[src/rtl/panda_pkg.sv]
// Shared LSU types: controller state encoding and access-width encoding.
package panda_pkg;

    typedef enum logic [2:0] {
        IDLE  = 3'd0,
        REQ1  = 3'd1,
        RESP1 = 3'd2,
        REQ2  = 3'd3,
        RESP2 = 3'd4
    } lsu_state_e;

    typedef enum logic [1:0] {
        BYTE = 2'd0,
        HALF = 2'd1,
        WORD = 2'd2
    } lsu_width_e;

    // The reserved encoding 3 behaves exactly like a word access.
    function automatic lsu_width_e norm_width(input logic [1:0] w);
        return (w == 2'd3) ? WORD : lsu_width_e'(w);
    endfunction

endpackage

[src/rtl/panda_lsu_align.sv]
// Byte-lane steering for the LSU: strobe mask, store rotation, load assembly and extension.
// Purely combinational, no state and no handshake.
module panda_lsu_align
    import panda_pkg::*;
(
    input  lsu_width_e  width_i,
    input  logic [1:0]  offset_i,
    input  logic        unsigned_i,
    input  logic [31:0] store_data_i,
    input  logic [31:0] lo_word_i,
    input  logic [31:0] hi_word_i,
    output logic [7:0]  mask_o,
    output logic        split_o,
    output logic [31:0] wdata_o,
    output logic [31:0] load_data_o
);

    logic [3:0]  mask;
    logic [5:0]  sh_amt;
    logic [5:0]  sh_inv;
    logic [31:0] shifted;

    assign sh_amt = {1'b0, offset_i, 3'b000};
    assign sh_inv = 6'd32 - sh_amt;

    always_comb begin
        mask        = 4'b1111;
        load_data_o = '0;
        case (width_i)
            BYTE:    mask = 4'b0001;
            HALF:    mask = 4'b0011;
            default: mask = 4'b1111;
        endcase
        mask_o  = {4'b0000, mask} << offset_i;
        split_o = ((width_i == HALF) && (offset_i == 2'd3)) ||
                  ((width_i == WORD) && (offset_i != 2'd0));

        // A shift by 32 yields zero, so offset 0 degenerates cleanly to the unrotated word.
        wdata_o = (store_data_i << sh_amt) | (store_data_i >> sh_inv);
        shifted = (lo_word_i >> sh_amt) | (hi_word_i << sh_inv);

        case (width_i)
            BYTE:    load_data_o = unsigned_i ? {24'h0, shifted[7:0]}
                                              : {{24{shifted[7]}}, shifted[7:0]};
            HALF:    load_data_o = unsigned_i ? {16'h0, shifted[15:0]}
                                              : {{16{shifted[15]}}, shifted[15:0]};
            default: load_data_o = shifted;
        endcase
    end

endmodule

[src/rtl/panda_lsu_split_ctrl.sv]
// Load/store controller splitting misaligned accesses into two word-aligned bus transfers.
// done_o 3 cycles after acceptance (5 when split); bus outputs held until data_gnt_i, ready_o only in IDLE.
module panda_lsu_split_ctrl
    import panda_pkg::*;
(
    input  logic        clk_i,
    input  logic        rst_ni,
    input  logic        req_i,
    output logic        ready_o,
    input  logic        load_store_i,
    input  logic        load_unsigned_i,
    input  logic [1:0]  width_i,
    input  logic [31:0] addr_i,
    input  logic [31:0] store_data_i,
    output logic        done_o,
    output logic [31:0] load_data_o,
    output logic        misaligned_o,
    output logic        data_req_o,
    input  logic        data_gnt_i,
    input  logic        data_rvalid_i,
    output logic [31:0] data_addr_o,
    output logic [3:0]  data_we_o,
    output logic [31:0] data_wdata_o,
    input  logic [31:0] data_rdata_i
);

    lsu_state_e  state_q, state_d;
    lsu_width_e  width_q, width_d;
    logic        ls_q, ls_d, uns_q, uns_d;
    logic        done_q, done_d, mis_q, mis_d;
    logic [31:0] addr_q, addr_d, sdata_q, sdata_d;
    logic [31:0] rdata1_q, rdata1_d, load_data_q, load_data_d;

    logic [7:0]  mask;
    logic        split;
    logic [31:0] wdata_rot, load_ext, lo_word, hi_word, base_addr;

    panda_lsu_align u_align (
        .width_i      (width_q),
        .offset_i     (addr_q[1:0]),
        .unsigned_i   (uns_q),
        .store_data_i (sdata_q),
        .lo_word_i    (lo_word),
        .hi_word_i    (hi_word),
        .mask_o       (mask),
        .split_o      (split),
        .wdata_o      (wdata_rot),
        .load_data_o  (load_ext)
    );

    // In RESP2 the first word was captured earlier; otherwise the live response is the low word.
    assign lo_word   = (state_q == RESP2) ? rdata1_q : data_rdata_i;
    assign hi_word   = (state_q == RESP2) ? data_rdata_i : 32'h0;
    assign base_addr = {addr_q[31:2], 2'b00};

    assign ready_o      = (state_q == IDLE);
    assign done_o       = done_q;
    assign misaligned_o = mis_q;
    assign load_data_o  = load_data_q;

    always_comb begin
        state_d      = state_q;
        width_d      = width_q;
        ls_d         = ls_q;
        uns_d        = uns_q;
        addr_d       = addr_q;
        sdata_d      = sdata_q;
        rdata1_d     = rdata1_q;
        done_d       = 1'b0;
        mis_d        = mis_q;
        load_data_d  = load_data_q;
        data_req_o   = 1'b0;
        data_addr_o  = 32'h0;
        data_we_o    = 4'b0000;
        data_wdata_o = 32'h0;

        case (state_q)
            IDLE: begin
                if (req_i) begin
                    ls_d    = load_store_i;
                    uns_d   = load_unsigned_i;
                    width_d = norm_width(width_i);
                    addr_d  = addr_i;
                    sdata_d = store_data_i;
                    state_d = REQ1;
                end
            end
            REQ1: begin
                data_req_o   = 1'b1;
                data_addr_o  = base_addr;
                data_we_o    = ls_q ? mask[3:0] : 4'b0000;
                data_wdata_o = wdata_rot;
                if (data_gnt_i) state_d = RESP1;
            end
            RESP1: begin
                if (data_rvalid_i) begin
                    if (split) begin
                        rdata1_d = data_rdata_i;
                        state_d  = REQ2;
                    end else begin
                        done_d      = 1'b1;
                        mis_d       = 1'b0;
                        load_data_d = ls_q ? 32'h0 : load_ext;
                        state_d     = IDLE;
                    end
                end
            end
            REQ2: begin
                data_req_o   = 1'b1;
                data_addr_o  = base_addr + 32'd4;
                data_we_o    = ls_q ? mask[7:4] : 4'b0000;
                data_wdata_o = wdata_rot;
                if (data_gnt_i) state_d = RESP2;
            end
            RESP2: begin
                if (data_rvalid_i) begin
                    done_d      = 1'b1;
                    mis_d       = 1'b1;
                    load_data_d = ls_q ? 32'h0 : load_ext;
                    state_d     = IDLE;
                end
            end
            default: state_d = IDLE;
        endcase
    end

    always_ff @(posedge clk_i or negedge rst_ni) begin
        if (!rst_ni) begin
            state_q     <= IDLE;
            width_q     <= BYTE;
            ls_q        <= 1'b0;
            uns_q       <= 1'b0;
            addr_q      <= 32'h0;
            sdata_q     <= 32'h0;
            rdata1_q    <= 32'h0;
            done_q      <= 1'b0;
            mis_q       <= 1'b0;
            load_data_q <= 32'h0;
        end else begin
            state_q     <= state_d;
            width_q     <= width_d;
            ls_q        <= ls_d;
            uns_q       <= uns_d;
            addr_q      <= addr_d;
            sdata_q     <= sdata_d;
            rdata1_q    <= rdata1_d;
            done_q      <= done_d;
            mis_q       <= mis_d;
            load_data_q <= load_data_d;
        end
    end

endmodule

[config.mk]
export PLATFORM = sky130hd
export DESIGN_NAME = panda_lsu_split_ctrl
export DESIGN_NICKNAME = d
export VERILOG_FILES = /design/src/rtl/panda_pkg.sv /design/src/rtl/panda_lsu_align.sv /design/src/rtl/panda_lsu_split_ctrl.sv
export SDC_FILE = /design/constraint.sdc
export NUM_CORES = 1
export LEC_CHECK = 0
export ABC_AREA = 1
export CAP_MARGIN = 20
export CORE_UTILIZATION = 48
export DETAILED_ROUTE_END_ITERATION = 6
export GPL_TIMING_DRIVEN = 0
export PLACE_DENSITY = 0.76
export SLEW_MARGIN = 20
export SYNTH_ARGS = -nofsm -noshare
export SYNTH_HDL_FRONTEND = slang
export SYNTH_SLANG_ARGS = --single-unit
[constraint.sdc]
create_clock -name clk_i -period 6.9 [get_ports clk_i]
set_clock_uncertainty 0.15 [all_clocks]
set_input_delay 0.69 -clock clk_i [delete_from_list [all_inputs] [get_ports clk_i]]
set_output_delay 0.69 -clock clk_i [all_outputs]
set_load 0.05 [all_outputs]
==> results_dict.tcl, run 1 <==
set metrics [dict create \
    rrSetupSlack_ps 2880 \
    netSwitchingFraction 0.553 \
    gp_congestion 0.987 \
    grt_pass1_vias 10200 \
    violations "hold timing" \
    top_usage_layer "met2" \
    drt-pass1-iter-count 7 \
    cts-resized-gates 0 \
    area_growth_pct 32.9 \
    n_antenna_cell 0 \
    combPwrFrac 0.654 \
    critPathMaxFanout 10 \
    finalCriticalPeriod_ps 5990 \
    ys.flop_type "dfrtp_1" \
    syn_area_per_cell_um2 6.87 \
    rsz0062_at_grt "no" \
    cp.required_ps 6060 \
    synth-seq-cells 137 \
    die_area_um2 19900 \
    drc 0 \
    die_h_um 141 \
    finalNonFillerCells 1853 \
    holdBufCountCts 0 \
    cts_tree "built" \
    fmax_mhz 167 \
    cts.sinks 137 \
    utilization 0.656 \
    fin_nets 1688 \
    r2r-end "load_data_o[30]" \
    reg2reg_from "addr_q[1]" \
    overflow 0 \
    tightest_slew_ps 1160 \
    seqCellArea_um2 3430 \
    p_per_area_nw_per_um2 582 \
    p_seq_frac 0.203 \
    dp_cells 1821 \
    cp_data_arrival_time_ps 5150 \
    synth_cells 1353 \
    synth_commonest_cells "nand2_1 (490), dfrtp_1 (137), o21ai_0 (122)" \
    yosys_warnings 0 \
    wl_um 37200 \
    critPathLaunchType "flip-flop" \
    seq_area_frac_synth 0.369 \
    whs_ps -0.114 \
    initial_utilization 0.494 \
    crit_type "flip-flop to output pin" \
    synth_edf_count 0 \
    syn_area_um2 9290 \
    yosys.area.top_type_share 0.369 \
    dpl_cell_area_um2 11700 \
    switching_power_mw 3.98 \
    ys_top_cells_by_area "dfrtp_1 (37%), nand2_1 (20%), o21ai_0 (6.6%)" \
    hpwl_um 27500 \
    clk_latency_ps 440 \
    layout-drive-gt1-share 0.0891 \
    p_leak_nw 5.76 \
    ir_worst_vdd_mv 0.431 \
    antenna_found_initial 0 \
    num-fill-cells 1712 \
    port_buffers 206 \
    vias 10700 \
    endpoint_kind "output pin" \
    numCtsBuffers 17 \
    cpMostUsedCell "inv_1" \
    p_int_mw 3.21 \
    synthArstFlopShare 1.00 \
    worstPathBufferInverterCount 10 \
    holdCritPathClass "primary input to async pin" \
    met1_usage 0.484 \
    synth_area_leader_cell "dfrtp_1" \
    outcome "finished with violations" \
    netlist-cell-type-count 45 \
    slew_headroom 0.221 \
    drtIter0Drc 1155 \
    post_cts_buffers 0 \
    design_area_um2 12400 \
    rows 50 \
    grt_pass1_wl_um 57200 \
    clk_path_buf_depth 2 \
    viasPerCell 5.77 \
    grt_max_degree 78 \
    timing.final.crit_share 0.869 \
    use_met3 0.0737 \
    hold_violations 2 \
    use_met2 0.611 \
    cts-root-buf "clkbuf_16" \
    cpLargestDelayFamily "buffers and inverters" \
    cts.reportedPaths.clkPinSlew_ps 70 \
    cp.depth 16 \
    die_w_um 141 \
    cp_cell_sequence "inv_1 -> buf_1 -> buf_1 -> ha_1 -> inv_1 -> nand2_1 -> inv_1 -> buf_2 -> nor2_1 -> inv_1 -> clkbuf_1 -> nand2_1 -> o211ai_1 -> nand2_1 -> inv_1 -> clkdlybuf4s50_1" \
    htreeDepth 4 \
    wl_per_cell_um 20.1 \
    coreArea_um2 18800 \
    drtAntennaViolNets 0 \
    cap_violations 0 \
    grt_use_total 0.383 \
    top_level_ports 209 \
    cpPeakStageDelay_ps 800 \
    power_frac_clock 0.142 \
    r2r_cells 13 \
    cpMaxStageDelayCell "clkdlybuf4s50_1" \
    setup_viol 0 \
    synth_most_common_cell "nand2_1" \
    multi_input_area_um2 5070 \
    finalMaxSlewViolations 0 \
]
[worst max path at each step]
stage / from / end
detailed placement: addr_q[1] / data_wdata_o[0]
global route: addr_q[1] / data_wdata_o[5]
CTS: addr_q[1] / data_wdata_o[0]
global placement: rst_ni / sdata_q[30]
finish: addr_q[1] / data_wdata_o[0]
floorplan: addr_q[0] / data_wdata_o[24]
[power by group through the flow]
stage	registers [mW]	logic [mW]	clock network, mW
after CTS	1.45	4.61	1.02
after floorplan	1.60	2.88	0
after detailed placement	1.46	4.58	0
final	1.46	4.70	1.02
after global routing	1.50	4.99	1.05
after global placement	1.45	4.55	0
[through the flow]
stage	power [mW]	setup TNS (ps)	setup slack (ps)	hold WS, ps
6_report	7.19	0	906	-0.114
3_3_place_gp	6.00	-73770	-550	314
4_1_cts	7.08	0	1170	50.4
3_5_place_dp	6.04	0	1640	320
2_1_floorplan	4.48	0	2980	244
5_1_grt	7.54	0	891	57.0
[worst register-to-register path: stages, from the launching register on]
cell and delay [ps]:
dfrtp_1 400, inv_1 180, buf_1 560, buf_1 520, ha_1 200, inv_1 50, nor2_1 480, clkbuf_1 730
nand2_1 140, nand2_1 140, a31oi_1 60, nor2_1 230, nand2_1 80, nand2_1 50
[placed cells by master, fill, tap and decap left out, types with 3 or more instances in the layout]
| cell type | count |
|---|---|
| nand2_1 | 490 |
| clkdlybuf4s50_1 | 205 |
| dfrtp_1 | 137 |
| o21ai_0 | 122 |
| nor2_1 | 102 |
| inv_1 | 96 |
| a21oi_1 | 74 |
| o211ai_1 | 44 |
| nand3_1 | 43 |
| mux2_2 | 41 |
| buf_2 | 34 |
| nor3_1 | 24 |
| clkbuf_1 | 21 |
| a31oi_1 | 17 |
| clkbuf_16 | 17 |
| buf_1 | 14 |
| xor2_1 | 14 |
| nand4_1 | 10 |
| o22ai_1 | 7 |
| buf_6 | 6 |
| buf_4 | 6 |
| xnor2_1 | 5 |
| o21ai_1 | 5 |
| inv_6 | 5 |
| bufinv_16 | 4 |
| nor2_2 | 3 |
| a22o_1 | 3 |
| nand3b_1 | 3 |
| nor2_4 | 3 |
| nand2_4 | 3 |
| ha_1 | 3 |
| clkinvlp_4 | 3 |
[cell type report]
class                      instances  share of cell area
buffer                            81              0.0335
clock buffer                      17              0.0344
clock inverter                    15              0.0171
inverter                         101              0.0310
multi-input combinational       1035               0.411
sequential                       137               0.277
tap                              260              0.0263
timing repair buffer             207               0.170
[cell families after synthesis]
group | after synthesis | synth area share
compound gates | 278 | 0.168
other cells | 1 | 0.000403
xor+xnor | 19 | 0.0179
flops | 137 | 0.369
mux | 42 | 0.0508
simple gates | 691 | 0.304
fa+ha+maj | 3 | 0.00404
buf+inv | 182 | 0.0858
[metal layers]
metal | vias up | wire [um]
met5 | - | 0
met4 | 0 | 2100
met3 | 126 | 3650
met2 | 653 | 16900
met1 | 5021 | 14500
li1 | 4884 | -
[registers in the layout, summed over array words and instances (netlist names)]
register      count
width_q           2
load_data_o      32
misaligned_o      1
done_o            1
uns_q             1
sdata_q          32
ls_q              1
addr_q           32
state_q           3
rdata1_q         32
No activity file was read; power rests on OpenSTA's default activity.
==> run 2: changes to the inputs <==
==> constraint.sdc (replaced) <==
create_clock -name clk_i -period 7.4 [get_ports clk_i]
set_clock_uncertainty 0.15 [all_clocks]
set_input_delay 2.22 -clock clk_i [delete_from_list [all_inputs] [get_ports clk_i]]
set_output_delay 2.22 -clock clk_i [all_outputs]
set_load 0.05 [all_outputs]
==> run 2 against run 1 <==
The run now ends clean. Die area did not move. Hold slack improved by 330 ps. Flip-flop and latch count did not move. Clock power fell by 6%. First-iteration DRC count fell by 2.4%. Critical path depth rose by 2. Sequential power fell by 7%. Register-to-register slack improved by 660 ps. Non-clock buffer count did not move.
==> results_dict.tcl, run 2 (synthesized netlist as in run 1, its figures left out) <==
set metrics [dict create \
    outcome "completed" \
    post_cts_buffers 0 \
    num-fill-cells 1711 \
    cpLargestDelayFamily "buffers and inverters" \
    finalCriticalPeriod_ps 7130 \
    clk_path_buf_depth 2 \
    grt_pass1_vias 10200 \
    critPathLaunchType "flip-flop" \
    wl_per_cell_um 20.1 \
    use_met2 0.611 \
    hpwl_um 27500 \
    setup_viol 0 \
    drtAntennaViolNets 0 \
    cts_tree "built" \
    drc 0 \
    holdCritPathClass "flip-flop to flip-flop" \
    cp.required_ps 5030 \
    p_seq_frac 0.203 \
    netSwitchingFraction 0.553 \
    hold_violations 0 \
    p_int_mw 3.00 \
    cap_violations 0 \
    fin_tns_setup_ps 0 \
    die_w_um 141 \
    slew_headroom 0.257 \
    drt-pass1-iter-count 6 \
    die_area_um2 19900 \
    viasPerCell 5.79 \
    htreeDepth 4 \
    fmax_mhz 140 \
    die_h_um 141 \
    layout-drive-gt1-share 0.0910 \
    cts-resized-gates 0 \
    whs_ps 331 \
    critPathMaxFanout 10 \
    gp_congestion 0.987 \
    cts-root-buf "clkbuf_16" \
    cts.reportedPaths.clkPinSlew_ps 70 \
    finalMaxSlewViolations 0 \
    final_cell_mix "nand2_1 (490), clkdlybuf4s50_1 (205), dfrtp_1 (137), o21ai_0 (122), nor2_1 (102)" \
    n_antenna_cell 0 \
    p_leak_nw 5.77 \
    cp_cell_sequence "buf_2 -> inv_1 -> buf_2 -> buf_2 -> buf_2 -> ha_1 -> inv_1 -> nand2_1 -> inv_1 -> buf_2 -> nor2_1 -> inv_1 -> clkbuf_2 -> nand2_1 -> o21ai_0 -> o21ai_0 -> inv_1 -> clkdlybuf4s50_1" \
    top_level_ports 209 \
    vias 10700 \
    grt_max_degree 78 \
    switching_power_mw 3.71 \
    met1_usage 0.484 \
    initial_utilization 0.494 \
    rsz0062_at_grt "no" \
    coreArea_um2 18800 \
    top_usage_layer "met2" \
    final_common_cell "nand2_1" \
    worstPathBufferInverterCount 12 \
    ir_worst_vdd_mv 0.402 \
    grt_use_total 0.383 \
    clk_latency_ps 440 \
    area_growth_pct 33.0 \
    cp_data_arrival_time_ps 4760 \
    endpoint_kind "output pin" \
    port_buffers 206 \
    rows 50 \
    cpPeakStageDelay_ps 700 \
    overflow 0 \
    drtIter0Drc 1127 \
    crit_type "flip-flop to output pin" \
    grt_pass1_wl_um 57200 \
    tightest_slew_ps 1100 \
    fin_nets 1688 \
    cts.sinks 137 \
    antenna_found_initial 0 \
    combPwrFrac 0.654 \
    timing.final.crit_share 0.963 \
    p_per_area_nw_per_um2 543 \
    use_met3 0.0737 \
    numCtsBuffers 17 \
    cpMaxStageDelayCell "clkdlybuf4s50_1" \
    holdBufCountCts 0 \
    power_frac_clock 0.142 \
    wl_um 37200 \
]
## run 2: layout make-up
type                    count  area, um2  share of cell area
multi-input cells        1035       5070               0.410
well taps                 260        325              0.0263
flip-flops and latches    137       3430               0.277
inverters                 101        383              0.0310
plain buffers              81        417              0.0337
clock inverters            15        211              0.0171
clock buffers              17        425              0.0344
repair buffers            207       2090               0.170
## run 2: power groups by stage
stage,sequential [mW],combinational (mW),clock [mW]
6_report,1.36,4.39,0.956
5_1_grt,1.40,4.65,0.978
4_1_cts,1.35,4.30,0.955
3_5_place_dp,1.36,4.27,0
3_3_place_gp,1.36,4.24,0
2_1_floorplan,1.50,2.68,0
## run 2: worst paths after layout
check,slack (ps),to,cells after the start,from
worst min register to register,330,load_data_o[10],2,load_data_o[10]
worst max register to register,3540,load_data_o[30],15,addr_q[0]
max in group asynchronous,4800,sdata_q[0],2,rst_ni
worst max-delay path,270,data_wdata_o[5],18,addr_q[0]
min in group asynchronous,1530,rdata1_q[21],1,rst_ni
worst min-delay path,330,load_data_o[10],2,load_data_o[10]
## run 2: metal layers
| layer | wire length, um | vias up |
|---|---|---|
| li1 | - | 4884 |
| met1 | 14600 | 5019 |
| met2 | 16800 | 682 |
| met3 | 3590 | 135 |
| met4 | 2180 | 0 |
| met5 | 0 | - |
## run 2: stage by stage
stage	area, um2	worst slack, ps	utilization	cells	power [mW]
after floorplan	9300	1950	-	1354	4.18
after global placement	11700	-1580	0.621	1820	5.60
after detailed placement	11700	610	0.622	1821	5.63
after CTS	12400	143	0.656	1853	6.60
after global routing	12400	21.9	0.656	1853	7.03
final	12400	272	0.656	1853	6.71
## run 2: worst reg2reg max path: cells and delay by family (launching register included)
family	cells	cell delay [ps]
buffers and inverters	7	1930
adders and majority gates	1	180
and+or+nand+nor	6	1120
DFF	1	370
AOI/OAI and AO/OA	1	70
==> run 3: changes to the inputs <==
--- a/config.mk
+++ b/config.mk
@@ -5,12 +5,11 @@
 export SDC_FILE = /design/constraint.sdc
 export NUM_CORES = 1
 export LEC_CHECK = 0
-export ABC_AREA = 1
 export CAP_MARGIN = 20
 export CORE_UTILIZATION = 48
 export DETAILED_ROUTE_END_ITERATION = 6
 export GPL_TIMING_DRIVEN = 0
-export PLACE_DENSITY = 0.76
+export PLACE_DENSITY = 0.77
 export SLEW_MARGIN = 20
 export SYNTH_ARGS = -nofsm -noshare
 export SYNTH_HDL_FRONTEND = slang
==> run 3 against run 2 <==
The flow now finishes with violations (DRC). Non-clock buffer count down 11. Core utilization up 1.3 points. Critical path depth down 6. Flip-flop and latch count unchanged. Power down 3.9%. Critical path type unchanged. Critical endpoint is now data_wdata_o[30].
==> results_dict.tcl, run 3 <==
set metrics [dict create \
    syn_area_um2 8690 \
    htreeDepth 4 \
    antenna_found_initial 1 \
    cap_violations 0 \
    cpMaxStageDelayCell "clkbuf_1" \
    critPathMaxFanout 10 \
    top_level_ports 209 \
    gp_congestion 0.927 \
    ys.flop_type "dfrtp_1" \
    endpoint_kind "output pin" \
    critPathLaunchType "flip-flop" \
    syn_area_per_cell_um2 10.4 \
    rsz0062_at_grt "no" \
    area_growth_pct 34.6 \
    synth-seq-cells 137 \
    dp_cells 1272 \
    holdCritPathClass "flip-flop to flip-flop" \
    final_common_cell "clkdlybuf4s50_1" \
    drc 2 \
    tightest_slew_ps 844 \
    seq_area_frac_synth 0.394 \
    finalNonFillerCells 1304 \
    hold_violations 0 \
    post_cts_buffers 0 \
    die_w_um 137 \
    grt_pass1_wl_um 44200 \
    setup_viol 0 \
    total_power_mw 6.45 \
    hold_end "load_data_o[31]" \
    p_per_area_nw_per_um2 551 \
    fin_nets 1174 \
    hpwl_um 21100 \
    slew_headroom 0.433 \
    clk_latency_ps 430 \
    rows 48 \
    rrSetupSlack_ps 2630 \
    ys_top_cells_by_area "dfrtp_1 (39%), mux2_2 (14%), mux4_2 (6.0%)" \
    cp_cell_sequence "buf_2 -> inv_1 -> clkbuf_1 -> clkbuf_1 -> ha_1 -> or2_1 -> buf_2 -> a21oi_2 -> clkbuf_1 -> a222oi_1 -> nor2_1 -> dlygate4sd2_1" \
    n_antenna_cell 0 \
    design_area_um2 11700 \
    grt_pass1_vias 7896 \
    coreArea_um2 17500 \
    cp.required_ps 5030 \
    p_leak_nw 4.88 \
    cts.reportedPaths.clkPinSlew_ps 60 \
    cpMostUsedCell "clkbuf_1" \
    timing.final.crit_share 0.974 \
    die_area_um2 18700 \
    clk_path_buf_depth 2 \
    finalCriticalPeriod_ps 7210 \
    numCtsBuffers 17 \
    wl_um 29000 \
    crit_type "flip-flop to output pin" \
    drt-pass1-iter-count 7 \
    ir_worst_vdd_mv 0.476 \
    drtIter0Drc 1037 \
    overflow 0 \
    r2r-end "load_data_o[22]" \
    fmax_mhz 139 \
    cts.sinks 137 \
    num-fill-cells 1366 \
    cts-root-buf "clkbuf_16" \
    synth_area_leader_cell "dfrtp_1" \
    synth_most_common_cell "dfrtp_1" \
    vias 8254 \
    startpoint "addr_q[1]" \
    cpPeakStageDelay_ps 590 \
    yosys.area.top_type_share 0.394 \
    whs_ps 328 \
    min_path_cells 2 \
    layout-drive-gt1-share 0.203 \
    die_h_um 137 \
    reg2reg_from "addr_q[0]" \
    finalMaxSlewViolations 0 \
    netlist-cell-type-count 67 \
    yosys_warnings 0 \
    dpl_cell_area_um2 11100 \
    wl_per_cell_um 22.2 \
    synth_commonest_cells "dfrtp_1 (137), mux2_2 (106), nor2_1 (74)" \
    r2r_cells 16 \
    synthArstFlopShare 1.00 \
    grt_use_total 0.318 \
    cts_tree "built" \
    violations "DRC" \
    final_cell_mix "clkdlybuf4s50_1 (188), dfrtp_1 (137), mux2_2 (106), nor2_1 (72), nand2_1 (66)" \
    drtAntennaViolNets 0 \
    synth_cells 839 \
    outcome "finished with violations" \
    hold_path.startpoint "load_data_o[31]" \
    port_buffers 206 \
    cp_data_arrival_time_ps 4840 \
    viasPerCell 6.33 \
    synth_edf_count 0 \
    grt_max_degree 97 \
    initial_utilization 0.497 \
]
run 3: cell types whose count changed in the layout (fill, tap and decap cells not counted), sizes merged, moves of 40 or more:
cell,before,now
mux2,41,107
inv,106,15
nand2,493,66
a21oi,76,36
o211ai,44,3
mux2i,1,43
o21ai,127,49
run 3: cells by family after synthesis:
| group | after synthesis | share of synthesized area |
|---|---|---|
| buf+inv | 84 | 0.0459 |
| xor+xnor | 22 | 0.0222 |
| flops | 137 | 0.394 |
| compound gates | 192 | 0.158 |
| simple gates | 227 | 0.127 |
| fa+ha+maj | 3 | 0.00432 |
| mux | 173 | 0.248 |
| other cells | 1 | 0.000431 |
run 3: worst max-delay path by stage:
stage / end / slack [ps]
final: data_wdata_o[30] / 190
after CTS: data_wdata_o[29] / 7
after floorplan: data_wdata_o[10] / 1180
after global routing: data_wdata_o[30] / 20
after detailed placement: data_wdata_o[30] / 280
after global placement: addr_q[22] / -1600
run 3: metal layers:
layer	vias up	wire, um	GRT usage
met3	85	2910	0.0759
li1	3612	-	-
met5	-	13	0
met2	555	13100	0.475
met1	4000	12000	0.447
met4	2	940	0.123
run 3: power breakdown:
part	internal (mW)	total, mW	switching, mW
Combinational	1.53	4.13	2.60
Clock	0.498	0.848	0.350
Sequential	1.10	1.47	0.367
run 3: worst max-delay path: cells and delay by family (launching register included):
| kind | cells | cell delay [ps] |
|---|---|---|
| AO/OA/AOI/OAI | 2 | 510 |
| adder cells (fa/ha/maj) | 1 | 390 |
| buffers and inverters | 7 | 2650 |
| flip-flops | 1 | 430 |
| AND/OR/NAND/NOR | 2 | 430 |
run 3: layout make-up:
| cell class | count | area, um2 | share of cell area |
|---|---|---|---|
| inverters | 14 | 52.6 | 0.00449 |
| plain buffers | 70 | 348 | 0.0297 |
| clock buffers | 19 | 433 | 0.0370 |
| flip-flops and latches | 137 | 3430 | 0.293 |
| repair buffers | 207 | 2130 | 0.182 |
| clock inverters | 13 | 145 | 0.0124 |
| multi-input cells | 619 | 4880 | 0.417 |
| well taps | 225 | 282 | 0.0241 |
run 3: repair_timing:
item / in CTS / in global routing
hold buffers: 0 / 0
endpoints found under the setup margin: 17 / 17
resized for setup: 3 / 18
pin swaps: 0 / 0
run 3: metrics by stage:
step / util / worst slack [ps] / TNS [ps]
CTS: 0.667 / 6.90 / 0
detailed placement: 0.634 / 280 / 0
global route: 0.669 / 17.8 / 0
finish: 0.669 / 191 / 0
global placement: 0.632 / -1600 / -217590
floorplan: - / 1180 / 0
==> variant 1: new RTL, settings of run 2 <==
`load_data_q` no longer has a reset.
--- a/src/rtl/panda_lsu_split_ctrl.sv
+++ b/src/rtl/panda_lsu_split_ctrl.sv
@@ -135,7 +135,6 @@
             rdata1_q    <= 32'h0;
             done_q      <= 1'b0;
             mis_q       <= 1'b0;
-            load_data_q <= 32'h0;
         end else begin
             state_q     <= state_d;
             width_q     <= width_d;
@@ -146,8 +145,11 @@
             rdata1_q    <= rdata1_d;
             done_q      <= done_d;
             mis_q       <= mis_d;
-            load_data_q <= load_data_d;
         end
+    end
+
+    always_ff @(posedge clk_i) begin
+        load_data_q <= load_data_d;
     end
 
 endmodule
Behaviour: differs if rst_ni is asserted again (counterexample within 4 cycles, from zero or initial values and one cycle with rst_ni low); with rst_ni held inactive, the same outputs for 4 cycles.
==> variant 1 against run 2 <==
Power down 6.1%; worst setup slack worse by 0.0049 ns; global-route usage down 1.0 points; highest routed layer unchanged; cell area up 0.65%; critical endpoint is now data_wdata_o[13]; largest cell class unchanged; area after synthesis up 1.1%; routed wire length down 1.0%; sequential cell count unchanged; combinational power down 8.0%; critical path depth down 5; register-to-register slack better by 0.21 ns.
==> variant 1: results (changes against run 2) <==
[status]
status = completed  ; unchanged

[drt]
detail_route.vias_per_cell = 5.68  ; was 5.79
wl_met1_mm = 14.1  ; was 14.6 mm
wl_met3_mm = 3.84  ; was 3.59 mm
dr.max_layer_used = met4  ; unchanged
dr.pass1.iters = 7  ; was 6
avgRoutedWirePerCell_um = 19.3  ; was 20.1 µm
wirelength_mm = 36.8  ; was 37.2 mm
drt_iter0_markers = 1214  ; was 1127
wl_met2_mm = 16.5  ; was 16.8 mm

[setup_path]
path_max_fanout = 10  ; unchanged
rrSetupSlack_ns = 3.75  ; was 3.54 ns
worstReg2RegStart = addr_q[0]  ; unchanged
startpoint = addr_q[1]  ; was addr_q[0]
critPathArrivalTime_ns = 4.76  ; about the same
reg2reg_depth = 15  ; unchanged
critPathCapture = data_wdata_o[13]  ; was data_wdata_o[5]
r2r_end = load_data_o[31]  ; was load_data_o[30]

[clock_network]
root_buffer = clkbuf_16  ; unchanged
post-cts-setup-buffer-count = 0  ; unchanged
htree_levels = 4  ; unchanged
cts_made_buffers = 17  ; unchanged
clockBufferDepth = 2  ; unchanged
worst_skew_pair.late_latency_ns = 0.43
ctsResizeCount = 0  ; unchanged
clk_pin_slew_ns = 0.07  ; about the same

[global_route]
grt_max_degree = 73  ; was 78
grt_antenna_before_repair = 0  ; unchanged
grt_pass1_wl_mm = 56.3  ; was 57.2 mm
grt_usage_pct = 37.3  ; was 38.3%
grt_pass1_vias = 10415  ; was 10228

[finish]
drive_gt1_share_pct = 7.53  ; was 9.10%
nets = 1741  ; was 1688
fill_cells = 1700  ; was 1711
num_antenna_cells = 0  ; unchanged

[logic_synthesis]
synth_warnings = 0  ; unchanged
synth.distinct_cells = 42  ; was 45
synthCells = 1406  ; was 1353
synthTopCellsByCount = nand2_1, o21ai_0, inv_1, nand3_1, dfrtp_1  ; was nand2_1, dfrtp_1, o21ai_0, nor2_1, inv_1
ys_async_sr_fraction_pct = 76.6  ; was 100%
yosysSeqAreaShare_pct = 38.2  ; was 36.9%
synth-edff-count = 32  ; was 0
synth.area.top_cells = dfrtp_1, nand2_1, edfxtp_1  ; was dfrtp_1, nand2_1, o21ai_0

[power_and_ir_drop]
ir_drop_uv = 304  ; was 402 µV
p_leak_uw = 0.00582  ; was 0.00577 µW

[placed_design]
place_inst = 1874  ; was 1821
io_buffers = 205  ; was 206
place.gp.congestion = 1.07  ; was 0.987
dp_hpwl_mm = 27.9  ; was 27.5 mm

[min_path]
hold_depth = 2  ; unchanged
hold_class = register to register  ; unchanged

[sta]
tightestPinTransition_ns = 1.02  ; was 1.10 ns

-- variant 1: changes by cell type after synthesis, sizes merged, moves of 6 or more --
cell    change
nand3      +80
o211ai     -18
nand2      +38
a31oi       -6
mux2       -36
a21oi      -37
inv        +30
edfxtp     +32
nor2        -9
dfrtp      -32
o21ai      +20
nor3       -10
-- variant 1: worst max-delay path, stage by stage, from the launching register on --
cell,delay [ns]
dfrtp_1,0.39
inv_1,0.17
clkbuf_2,0.33
buf_1,0.51
ha_1,0.36
inv_1,0.07
nor2_2,0.12
inv_1,0.12
clkbuf_1,0.46
buf_2,0.36
nor2_1,0.07
o31ai_1,0.53
inv_1,0.10
clkdlybuf4s50_1,0.72
-- variant 1: area by class of cell --
| cell class | count | share of cell area, % |
|---|---|---|
| Sequential cell | 137 | 28.9 |
| Clock inverter | 15 | 1.33 |
| Clock buffer | 17 | 3.42 |
| Multi-Input combinational cell | 1053 | 39.3 |
| Timing Repair Buffer | 207 | 17.0 |
| Tap cell | 260 | 2.62 |
| Inverter | 133 | 4.03 |
| Buffer | 84 | 3.51 |
-- variant 1: through the flow --
step,cell area (µm²),power (µW),setup WS (ns),util [%],hold WS [ns]
after floorplan,9400,3950,2.07,-,0.292
after global placement,11800,5270,-0.220,62.1,0.306
after detailed placement,11800,5320,0.632,62.5,0.313
after CTS,12400,6210,0.147,65.6,0.329
after global routing,12400,6620,0.0809,65.6,0.354
final,12400,6300,0.268,65.6,0.328
-- variant 1: how the worst min path moves through the flow --
stage	endpoint	start	slack, ns
5_1_grt	rdata1_q[31]	rdata1_q[31]	0.35
2_1_floorplan	rdata1_q[25]	rdata1_q[25]	0.29
3_5_place_dp	rdata1_q[26]	rdata1_q[26]	0.31
4_1_cts	rdata1_q[26]	rdata1_q[26]	0.33
6_report	rdata1_q[26]	rdata1_q[26]	0.33
3_3_place_gp	rdata1_q[31]	rdata1_q[31]	0.31
-- variant 1: kinds of logic after synthesis --
kind of cell / count (synthesis) / synth area share, %
other: 1 / 0.0399
AND/OR/NAND/NOR: 786 / 35.3
AO/OA/AOI/OAI: 241 / 14.0
multiplexers: 5 / 0.599
adder cells (fa/ha/maj): 3 / 0.400
buffers and inverters: 217 / 9.97
XOR/XNOR: 16 / 1.49
flip-flops: 137 / 38.2
-- variant 1: power breakdown --
group	internal [µW]	total (µW)	switching, µW
Combinational	1180	4040	2860
Clock	503	875	372
Sequential	1150	1390	238
-- variant 1: routing by layer --
layer  track usage [%]  up-vias
met5                 0        -
met4              20.9        0
met3              8.81      172
met2              60.0      743
met1              46.1     4904
li1                  -     5006
==> variant 2: new RTL, config.mk and constraints of run 2 <==
Without the edit above. Re-encode `lsu_state_e` (5 states) as Gray code, 3 bits wide.
--- a/src/rtl/panda_pkg.sv
+++ b/src/rtl/panda_pkg.sv
@@ -2,11 +2,11 @@
 package panda_pkg;
 
     typedef enum logic [2:0] {
-        IDLE  = 3'd0,
-        REQ1  = 3'd1,
-        RESP1 = 3'd2,
-        REQ2  = 3'd3,
-        RESP2 = 3'd4
+        IDLE  = 3'b000,
+        REQ1  = 3'b001,
+        RESP1 = 3'b011,
+        REQ2  = 3'b010,
+        RESP2 = 3'b110
     } lsu_state_e;
 
     typedef enum logic [1:0] {
Check against the original RTL: no difference found for any inputs over 4 cycles, from zero or initial values and one cycle with rst_ni low; so few cycles prove little.
==> variant 2 against run 2 <==
Power increased by 7.2%; register-to-register slack improved by 0.19 ns; sequential share of layout area is essentially flat; final cell count grew 2.5%; fmax is 0.89% lower; sequential cell count is the same; area after synthesis barely moved; worst setup slack worse by 0.064 ns; synthesized cell count increased by 3.5%; hold slack got worse by 0.0041 ns; global-route usage grew 0.45 points; routed wire length increased by 2.6%; cell area about the same; critical path type unchanged; largest cell class unchanged.
==> variant 2: results (changes against run 2) <==
[status]
status = completed  ; unchanged

[min_path]
hold_class = register to register  ; unchanged
hp-start = load_data_o[6]  ; was load_data_o[10]

[setup_path]
crit_path_start_kind = register  ; unchanged
critPathArrivalTime_ns = 4.82  ; was 4.76 ns
slowest_stage = clkdlybuf4s50_1  ; unchanged
worstReg2RegStart = addr_q[1]  ; was addr_q[0]
max_stage_delay_ns = 0.79  ; was 0.70 ns

[power_and_ir_drop]
switchingPower_uw = 4110  ; was 3710 µW
p_leak_uw = 0.00591  ; was 0.00577 µW
ir_drop_uv = 522  ; was 402 µV
seqPwrFrac_pct = 19.2  ; was 20.3%

[clock_network]
clockBufferDepth = 2  ; unchanged
ctsResizeCount = 0  ; unchanged
htree_levels = 4  ; unchanged

[placed_design]
dp_hpwl_mm = 28.9  ; was 27.5 mm
io_buffers = 206  ; unchanged
place_ws_ns = 0.584  ; was 0.610 ns
place.gp.congestion = 1.01  ; was 0.987

[logic_synthesis]
synth.distinct_cells = 42  ; was 45
ys.flop_type = dfrtp_1  ; unchanged
synthTopCellsByCount = nand2_1, dfrtp_1, inv_1, o21ai_0, nor2_1  ; was nand2_1, dfrtp_1, o21ai_0, nor2_1, inv_1
synth.area.top_cells = dfrtp_1, nand2_1, o21ai_0  ; unchanged
yosysSeqAreaShare_pct = 36.9  ; about the same
ys_async_sr_fraction_pct = 100  ; unchanged

[drt]
dr.pass1.iters = 6  ; unchanged
drt_iter0_markers = 1116  ; was 1127
avgRoutedWirePerCell_um = 20.1  ; about the same
dr_total_vias = 11099  ; was 10720

[finish]
num_antenna_cells = 0  ; unchanged
fill_cells = 1684  ; was 1711
drive_gt1_share_pct = 7.56  ; was 9.10%
nets = 1735  ; was 1688

[global_route]
grt_max_degree = 74  ; was 78
grt_usage_pct = 38.8  ; was 38.3%
grt_pass1_wl_mm = 58.0  ; was 57.2 mm

[sta]
maxSlewHeadroom_pct = 45.4  ; was 25.7%

==> variant 2: cell count changes after synthesis, sizes merged, moves of 12 or more <==
cell / change
buf: -12
clkbuf: +12
inv: +30
mux2: -12
nand3: +32
xor2: -12
==> variant 2: cells by family after synthesis <==
logic type / Yosys count / synth area share (%)
other: 1 / 0.0403
AO/OA/AOI/OAI: 289 / 17.5
flip-flops: 137 / 36.9
buffers and inverters: 213 / 9.50
XOR/XNOR: 2 / 0.188
multiplexers: 30 / 3.62
AND/OR/NAND/NOR: 726 / 31.9
adder cells (fa/ha/maj): 3 / 0.404
==> variant 2: final cells by class <==
type	count	share of cell area, %
repair buffers	207	17.0
well taps	260	2.63
clock inverters	14	1.49
flip-flops and latches	137	27.8
multi-input cells	1052	40.5
clock buffers	18	3.56
plain buffers	80	3.09
inverters	132	4.06
==> variant 2: power groups by stage <==
stage / Sequential [µW] / Combinational, µW / Clock, µW
6_report: 1380 / 4870 / 933
3_5_place_dp: 1380 / 4750 / 0
3_3_place_gp: 1380 / 4720 / 0
5_1_grt: 1420 / 5140 / 963
4_1_cts: 1370 / 4780 / 931
2_1_floorplan: 1570 / 2910 / 0
==> variant 2: metrics by stage <==
step | power (µW) | setup TNS, ns | std cells | cell area, µm²
after floorplan | 4480 | 0 | 1402 | 9310
after global placement | 6090 | -222.08 | 1868 | 11700
after detailed placement | 6130 | 0 | 1869 | 11700
after CTS | 7080 | 0 | 1901 | 12300
after global routing | 7520 | 0 | 1900 | 12400
final | 7190 | 0 | 1900 | 12400
==> variant 2: tightest hold or removal path, stage by stage, from the launching register on <==
cell and delay [ns]:
dfrtp_1 0.34, nand2_1 0.05, nand2_1 0.05
==> variant 2: worst paths after layout <==
path / to / slack, ns / cells past startpoint
setup / recovery: data_wdata_o[14] / 0.21 / 14
hold / removal: load_data_o[6] / 0.33 / 2
setup reg to reg: load_data_o[24] / 3.73 / 13
hold reg to reg: load_data_o[6] / 0.33 / 2
max in group asynchronous: sdata_q[0] / 4.74 / 2
min in group asynchronous: addr_q[3] / 1.57 / 1
==> variant 2: layer usage <==
layer | track usage [%] | up-vias | wire length [µm]
met1 | 53.1 | 5183 | 15900
met3 | 6.86 | 141 | 3810
met2 | 59.2 | 726 | 16800
met5 | 0 | - | 0
met4 | 18.5 | 0 | 1660
li1 | - | 5049 | -
